**config.mk**
```make
export PLATFORM = sky130hd
export DESIGN_NAME = counter_down_c
export DESIGN_NICKNAME = d
export VERILOG_FILES = /design/src/rtl/counter_down_c.sv
export SDC_FILE = /design/constraint.sdc
export NUM_CORES = 1
export LEC_CHECK = 0
export ABC_AREA = 1
export CAP_MARGIN = 25
export CORE_MARGIN = 8
export CORE_UTILIZATION = 51
export DETAILED_ROUTE_END_ITERATION = 6
export HOLD_SLACK_MARGIN = 0.1
export PLACE_DENSITY_LB_ADDON = 0.05
export SYNTH_ARGS = -nofsm -noshare
export SYNTH_HDL_FRONTEND = slang
export SYNTH_SLANG_ARGS = --single-unit
```
**constraint.sdc**
```tcl
create_clock -name clk -period 1.87 [get_ports clk]
set_clock_uncertainty 0.05 [all_clocks]
set_input_delay 0.561 -clock clk [delete_from_list [all_inputs] [get_ports clk]]
set_output_delay 0.561 -clock clk [all_outputs]
set_load 0.005 [all_outputs]
```
**src/rtl/counter_down_c.sv**
```systemverilog
// -----------------------------------------------------------------------------
// counter_down_c
//   Loadable down-counter / timer with start/stop control and a registered
//   one-cycle terminal-count pulse. A reload register keeps the programmed
//   period, so a finished count can be restarted with a bare start.
//
//   Optional feature macro: COUNTER_DOWN_AUTO_RELOAD_EN
//     defined   : the terminal tick reloads D_OUT from the reload register and
//                 stays in RUN (periodic tc every RLD ticks).
//     undefined : one-shot; the terminal tick drives D_OUT to 0 and enters DONE.
//
// Ports
//   clk    : clock, all state changes on posedge
//   reset  : asynchronous, active-high; clears all state immediately
//   load   : write D_IN into the counter and the reload register (-> IDLE)
//   D_IN   : load value
//   start  : request counting (IDLE/DONE -> RUN)
//   stop   : pause counting (RUN -> IDLE, value held)
//   tick   : count enable, one decrement per tick cycle while in RUN
//   D_OUT  : current count value (registered)
//   tc     : terminal-count pulse, one cycle wide (registered)
//   busy   : high while in RUN (registered)
//   done   : high while in DONE (registered)
// -----------------------------------------------------------------------------
module counter_down_c #(
  parameter int word_width = 8
) (
  input  logic                  clk,
  input  logic                  reset,
  input  logic                  load,
  input  logic [word_width-1:0] D_IN,
  input  logic                  start,
  input  logic                  stop,
  input  logic                  tick,
  output logic [word_width-1:0] D_OUT,
  output logic                  tc,
  output logic                  busy,
  output logic                  done
);

  typedef enum logic [1:0] {
    IDLE = 2'd0,
    RUN  = 2'd1,
    DONE = 2'd2
  } state_t;

  localparam logic [word_width-1:0] ONE = {{(word_width-1){1'b0}}, 1'b1};

  state_t                state;
  logic [word_width-1:0] rld;

  state_t                nxt_state;
  logic [word_width-1:0] nxt_cnt;
  logic [word_width-1:0] nxt_rld;
  logic                  nxt_tc;

  // Decrement that saturates at zero instead of wrapping to all-ones.
  function automatic logic [word_width-1:0] dec_sat(input logic [word_width-1:0] v);
    return (v == '0) ? '0 : v - ONE;
  endfunction

  // Next-state / next-value decode. Priority: load > stop > start > tick.
  always_comb begin
    nxt_state = state;
    nxt_cnt   = D_OUT;
    nxt_rld   = rld;
    nxt_tc    = 1'b0;
    if (load) begin
      nxt_cnt   = D_IN;
      nxt_rld   = D_IN;
      nxt_state = IDLE;
    end else begin
      case (state)
        IDLE: begin
          // stop outranks start, so a simultaneous stop keeps us idle.
          if (!stop && start) begin
            if (D_OUT != '0) begin
              nxt_state = RUN;
            end else begin
              nxt_state = DONE;
              nxt_tc    = 1'b1;
            end
          end
        end
        RUN: begin
          if (stop) begin
            nxt_state = IDLE;
          end else if (tick) begin
            if (D_OUT > ONE) begin
              nxt_cnt = dec_sat(D_OUT);
            end else begin
              // Terminal tick (D_OUT==1). RUN is never entered with a zero
              // count, so the "<= 1" branch only ever sees the value 1.
              nxt_tc = 1'b1;
`ifdef COUNTER_DOWN_AUTO_RELOAD_EN
              nxt_cnt = rld;
`else
              nxt_cnt   = '0;
              nxt_state = DONE;
`endif
            end
          end
        end
        DONE: begin
          // stop and tick have no meaning once finished; only start acts.
          if (start) begin
            if (rld != '0) begin
              nxt_cnt   = rld;
              nxt_state = RUN;
            end else begin
              nxt_tc = 1'b1;
            end
          end
        end
        default: begin
          nxt_state = IDLE;
        end
      endcase
    end
  end

  // State and output registers; busy/done are decoded from the next state so
  // they line up with the state register.
  always_ff @(posedge clk or posedge reset) begin
    if (reset) begin
      state <= IDLE;
      D_OUT <= '0;
      rld   <= '0;
      tc    <= 1'b0;
      busy  <= 1'b0;
      done  <= 1'b0;
    end else begin
      state <= nxt_state;
      D_OUT <= nxt_cnt;
      rld   <= nxt_rld;
      tc    <= nxt_tc;
      busy  <= (nxt_state == RUN);
      done  <= (nxt_state == DONE);
    end
  end

endmodule

```
* Word-level counts from Yosys, hierarchy flattened *
Cells that the tools add are included.
W data, S select, Z words.

cells by class
  add/sub/neg operators = 1
  $lt $le $gt $ge = 1
  eq/ne operators = 8
  mux-type cells = 26
  reductions and logical operators = 8

operators by type and width
  kind                   number
  $mux W8                7
  $mux W2                8
  $pmux W8 S2            1
  $reduce_bool A8 Y1     2
  $ne A3 B3 Y1 const B   4
  $gt A8 B1 Y1 const B   1
  $logic_not A8 Y1       1
  $mux W1                8
  $sub A8 B1 Y8 const B  1
  $pmux W2 S3            1
  $reduce_and A5 Y1      1
  $eq A2 B1 Y1 const B   2
  $eq A2 B2 Y1 const B   2
  $pmux W1 S3            1
  $reduce_bool A3 Y1     1
  $logic_not A2 Y1       1
  $logic_and A1 B1 Y1    1
  $logic_not A1 Y1       1

storage, ports and cells
  flip-flop bits (word level) = 21
  output and inout bits = 11

* Depth between registers and ports, before layout *
Gate-level depths: netlist of run 1.

  depth in word-level cells = 7
  depth in mapped cells = 10
  depth with buffers taken out = 10

* Worst setup path before layout of run 1 *
OpenSTA, ideal clock, no wires.

  path kind = register to register
  start point = register D_OUT[0]
  end point = register D_OUT[6]
  setup time = 65 ps
  arrival = 1329 ps
  required time = 1755 ps
  path slack = 426 ps
  cell stages (with the launch flop) = 9
  path buffers = 0
  cells stage by stage = dfrtp_1 inv_1 ha_1 o21a_1 nand2_2 nand2_2 o21ai_1 nand2_1 nand2_1

between the ends
  cells in the longest elaborated chain, start to end = 7
  elaborated cells on any way between the ends = 9
  those cells by class = 1 x add/sub; 1 x order compare; 6 x mux; 1 x reduce/logical

RTL lines
  what                                               RTL line  text
  start, declared                                    35        output logic [word_width-1:0] D_OUT,
  start signal, assigned                             134       D_OUT <= nxt_cnt;
  $sub A8 B1 Y8 or $logic_not A8 Y1 (tied branches)  59        return (v == '0) ? '0 : v - ONE;
  $mux W8                                            59
  $mux W8 *                                          89        if (D_OUT > ONE) begin
  $mux W8 *                                          88        end else if (tick) begin
  $mux W8 *                                          86        if (stop) begin
  $pmux W8 S2 *                                      73        case (state)
  $mux W8 *                                          68        if (load) begin

Every way passes the cells marked *; elsewhere a longest branch is shown, timed or not. The select of a mux whose other input is x is not followed.
A chain may end at the register's enable or synchronous reset.

* Worst setup path after layout of run 1 *
  start point = register D_OUT[7]
  end point = output D_OUT[7]

No word-level cell between the ends.

==> results.rst, run 1 <==
.. list-table::
   :header-rows: 1

   * - Metric
     - Value
   * - Number of buffers added to fix hold violations after cts
     - 0
   * - Post-DRT Antenna Nets
     - 0
   * - Maximum number of buffers from clock root to sink
     - 2
   * - Kind of end point of the critical path
     - output port
   * - Maximum achievable frequency
     - ~0.55 GHz
   * - Core footprint
     - 2477 sq um
   * - Power per unit of standard cell area
     - 902.4 nW/um^2
   * - CTS clock-pin slew for the worst setup and hold paths
     - 120 ps
   * - Sequential cell area in the final layout
     - about 530 sq um
   * - I/O Buffers
     - 24
   * - Sequential share of the synthesized area
     - 39.77%
   * - Io pins
     - 25
   * - Synth Cell Area
     - between 1000 and 1500 sq um
   * - Kind of start point of the critical path
     - flop
   * - Total via count after detailed routing
     - between 1000 and 1500
   * - List of cells traversed by the critical path
     - clkdlybuf4s50_1
   * - Global route total overflow
     - 0
   * - Crit-path max FO
     - 2
   * - Number of buffers and inverters on the critical path
     - 1
   * - Detailed Routing Iterations Pass 1
     - 4
   * - Sum of routed wire length over all layers
     - 3.445 mm
   * - Clock latency on the worst-skew pair
     - 310 ps
   * - Layout cells sized above 1
     - 19.27%
   * - Routed wire per std cell
     - 13.89 um
   * - Detail Placement HPWL
     - 2.647 mm
   * - Remaining design rule violation count
     - 0
   * - Count of standard-cell rows
     - 18
   * - Clock root buffer
     - sky130_fd_sc_hd__clkbuf_4
   * - Count of yosys warnings during synthesis
     - 0
   * - Final setup violation count
     - 0
   * - Final number of max-transition violations
     - 0
   * - Yosys top cell area share
     - 39.77%
   * - Effective utilization at floorplan
     - ~53%
   * - Slowest cell delay on critical path
     - roughly 520 ps
   * - Library cell contributing the largest single delay on the critical path
     - sky130_fd_sc_hd__clkdlybuf4s50_1
   * - Antenna diode count
     - 0
   * - Syn Nets
     - just under 200
   * - Dominant cell type by area after synthesis
     - sky130_fd_sc_hd__dfrtp_1
   * - Footprint of the multi-input gates
     - 693.2 sq um
   * - Initial antenna violation count
     - 0
   * - Avg Inst Size Synth
     - 7.423 sq um
   * - Global-route usage over all layers
     - between 10% and 20%
   * - Num CTS Buffers
     - 3
   * - Period minus WS final
     - 1833 ps
   * - Final design utilization
     - a little over two thirds
   * - Total die area
     - 4476 sq um
   * - Worst path required time
     - 1260 ps
   * - Slew at the pin with the worst max-slew slack
     - 281.7 ps
   * - Seq cells post-synth
     - 21
   * - Final Hold Vio Count
     - 0
   * - Vertical die dimension
     - 66.90 um
   * - Sinks on the clock net
     - 21
   * - Maximum number of pins on one net before global-route repair
     - 22
   * - Total leakage power
     - a little under 0.9 nW
   * - Startpoint-to-endpoint class of the critical path
     - reg2out
   * - Maximum Capacitance Violations
     - 0
   * - Cell area after layout
     - approximately 1700 sq um
   * - VDD IR max
     - 0.0006777 V
   * - Final GP Congestion
     - 0.8758
   * - Area added between synthesis and finish
     - 31.72%
   * - Class of the tightest hold or removal check
     - reg2reg
   * - Post-synthesis cell count
     - ~180
   * - Distinct cell type count after synthesis
     - 23
   * - Die Width
     - 66.90 um
   * - Top cells by area, synth
     - sky130_fd_sc_hd__dfrtp_1 (40%), sky130_fd_sc_hd__nand2_1 (13%), sky130_fd_sc_hd__nand3_1 (6.4%), sky130_fd_sc_hd__nor2_1 (5.1%), sky130_fd_sc_hd__inv_1 (4.0%)
   * - Number of global-route vias before repair
     - ~1200
   * - Ratio of final minimum period to clock period
     - 98.02%
   * - Family of cells with the greatest summed delay on the critical path
     - buffers and inverters
   * - Nets
     - 236
   * - TritonCTS clock tree
     - done
   * - Count of filler cells inserted in the layout
     - 222
   * - Placed standard-cell area
     - 1670 sq um
   * - Detailed-route vias per instance
     - 5.234
   * - Result of the run
     - complete, no violations
   * - First-pass GRT wire length
     - 5.685 mm
   * - H-tree depth
     - 1
   * - Max-Slew Margin vs Limit
     - 81.22%
   * - Starting DRT DRC Count
     - 56
   * - WP data arrival
     - 1220 ps
## where the power goes
part	leakage (nW)	internal (W)	switching [W]
sequential	0.264	0.000528	0.0000562
clock	0.0150	0.0000832	0.000146
combinational	0.596	0.000350	0.000407
total	0.875	0.000961	0.000609
## cells in the final DEF (no fill, tap or decap), types with 2 or more instances in the layout
master / count
sky130_fd_sc_hd__a21oi_1: 4
sky130_fd_sc_hd__buf_4: 16
sky130_fd_sc_hd__clkbuf_4: 3
sky130_fd_sc_hd__clkdlybuf4s50_1: 22
sky130_fd_sc_hd__dfrtp_1: 19
sky130_fd_sc_hd__dfrtp_2: 2
sky130_fd_sc_hd__ha_1: 2
sky130_fd_sc_hd__inv_1: 14
sky130_fd_sc_hd__inv_2: 4
sky130_fd_sc_hd__nand2_1: 47
sky130_fd_sc_hd__nand2_2: 5
sky130_fd_sc_hd__nand2_4: 2
sky130_fd_sc_hd__nand3_1: 17
sky130_fd_sc_hd__nand4_1: 5
sky130_fd_sc_hd__nor2_1: 18
sky130_fd_sc_hd__nor2_4: 4
sky130_fd_sc_hd__nor3_1: 5
sky130_fd_sc_hd__o21a_1: 2
sky130_fd_sc_hd__o21ai_0: 3
sky130_fd_sc_hd__o21ai_1: 10
sky130_fd_sc_hd__o21ai_2: 2
sky130_fd_sc_hd__o21bai_1: 2
sky130_fd_sc_hd__xor2_1: 3
## flip-flops by register name, indices dropped and copies added (netlist names)
name and cells:
rld 8, state 2, done 1, busy 1, tc 1, D_OUT 8
## cells in the mapped netlist
cell	instances
sky130_fd_sc_hd__a21oi_1	4
sky130_fd_sc_hd__buf_2	4
sky130_fd_sc_hd__buf_6	1
sky130_fd_sc_hd__dfrtp_1	21
sky130_fd_sc_hd__ha_1	3
sky130_fd_sc_hd__inv_1	14
sky130_fd_sc_hd__inv_2	4
sky130_fd_sc_hd__inv_4	1
sky130_fd_sc_hd__nand2_1	47
sky130_fd_sc_hd__nand2_2	5
sky130_fd_sc_hd__nand2_4	2
sky130_fd_sc_hd__nand3_1	17
sky130_fd_sc_hd__nand4_1	5
sky130_fd_sc_hd__nor2_1	18
sky130_fd_sc_hd__nor2_4	4
sky130_fd_sc_hd__nor3_1	5
sky130_fd_sc_hd__nor3_2	1
sky130_fd_sc_hd__o21a_1	2
sky130_fd_sc_hd__o21ai_0	3
sky130_fd_sc_hd__o21ai_1	10
sky130_fd_sc_hd__o21ai_2	2
sky130_fd_sc_hd__o21bai_1	2
sky130_fd_sc_hd__xor2_1	3
## cell families (layout without fill, tap and decap cells)
family                   after synthesis  in the layout  synth area share (%)
AND/OR/NAND/NOR                      104            104                 37.40
adder cells (fa/ha/maj)                3              3                 2.841
AO/OA/AOI/OAI                         23             23                 10.04
flip-flops                            21             21                 39.77
XOR/XNOR                               3              3                 1.989
buffers and inverters                 24             64                 7.954
## area by class of cell
type | count | share of cell area, %
Multi-Input combinational cell | 133 | 39.83
Sequential cell | 21 | 30.34
Timing Repair Buffer | 41 | 21.93
Inverter | 19 | 4.242
Tap cell | 30 | 2.157
Clock buffer | 4 | 1.510
## stage by stage
step	hold slack, ps	worst slack (ps)	cells	TNS, ps	total power [W]
2_1_floorplan	411.6	425.6	178	0	0.001017
3_3_place_gp	432.4	-76.02	239	-143.8	0.001288
3_5_place_dp	437.7	-60.18	239	-429.2	0.001299
4_1_cts	467.0	10.89	247	0	0.001558
5_1_grt	481.1	-10.30	248	-10.30	0.001694
6_report	464.3	37.01	248	0	0.001571
## final timing paths
kind,start,cells after the start,slack (ps),endpoint
worst min-delay path,rld[4],2,460,rld[4]
worst max-delay path,D_OUT[7],1,40,D_OUT[7]
worst min register to register,rld[4],2,460,rld[4]
min in group asynchronous,reset,3,520,rld[2]
worst max register to register,D_OUT[0],9,150,D_OUT[6]
max in group asynchronous,reset,3,1000,D_OUT[4]
## timing repair
action | in CTS | in global routing
setup buffers | 4 | 1
gates resized for setup | 3 | 2
endpoints found under the setup margin | 5 | 3
## routing by layer
layer	wire length (um)	part of all wire [%]	GRT usage [%]
met3	215	6.2	3.356
met1	1475	43	20.77
met4	62	1.8	5.483
met5	0	0	0
met2	1691	49	27.00
Power figures use the tool's default switching activity.
==> run 2: changes to the inputs <==
- ABC_CLOCK_PERIOD_IN_PS: not set -> 1870
==> results of run 2 <==
No change in the layout: final DEF, timing and power equal those of run 1.
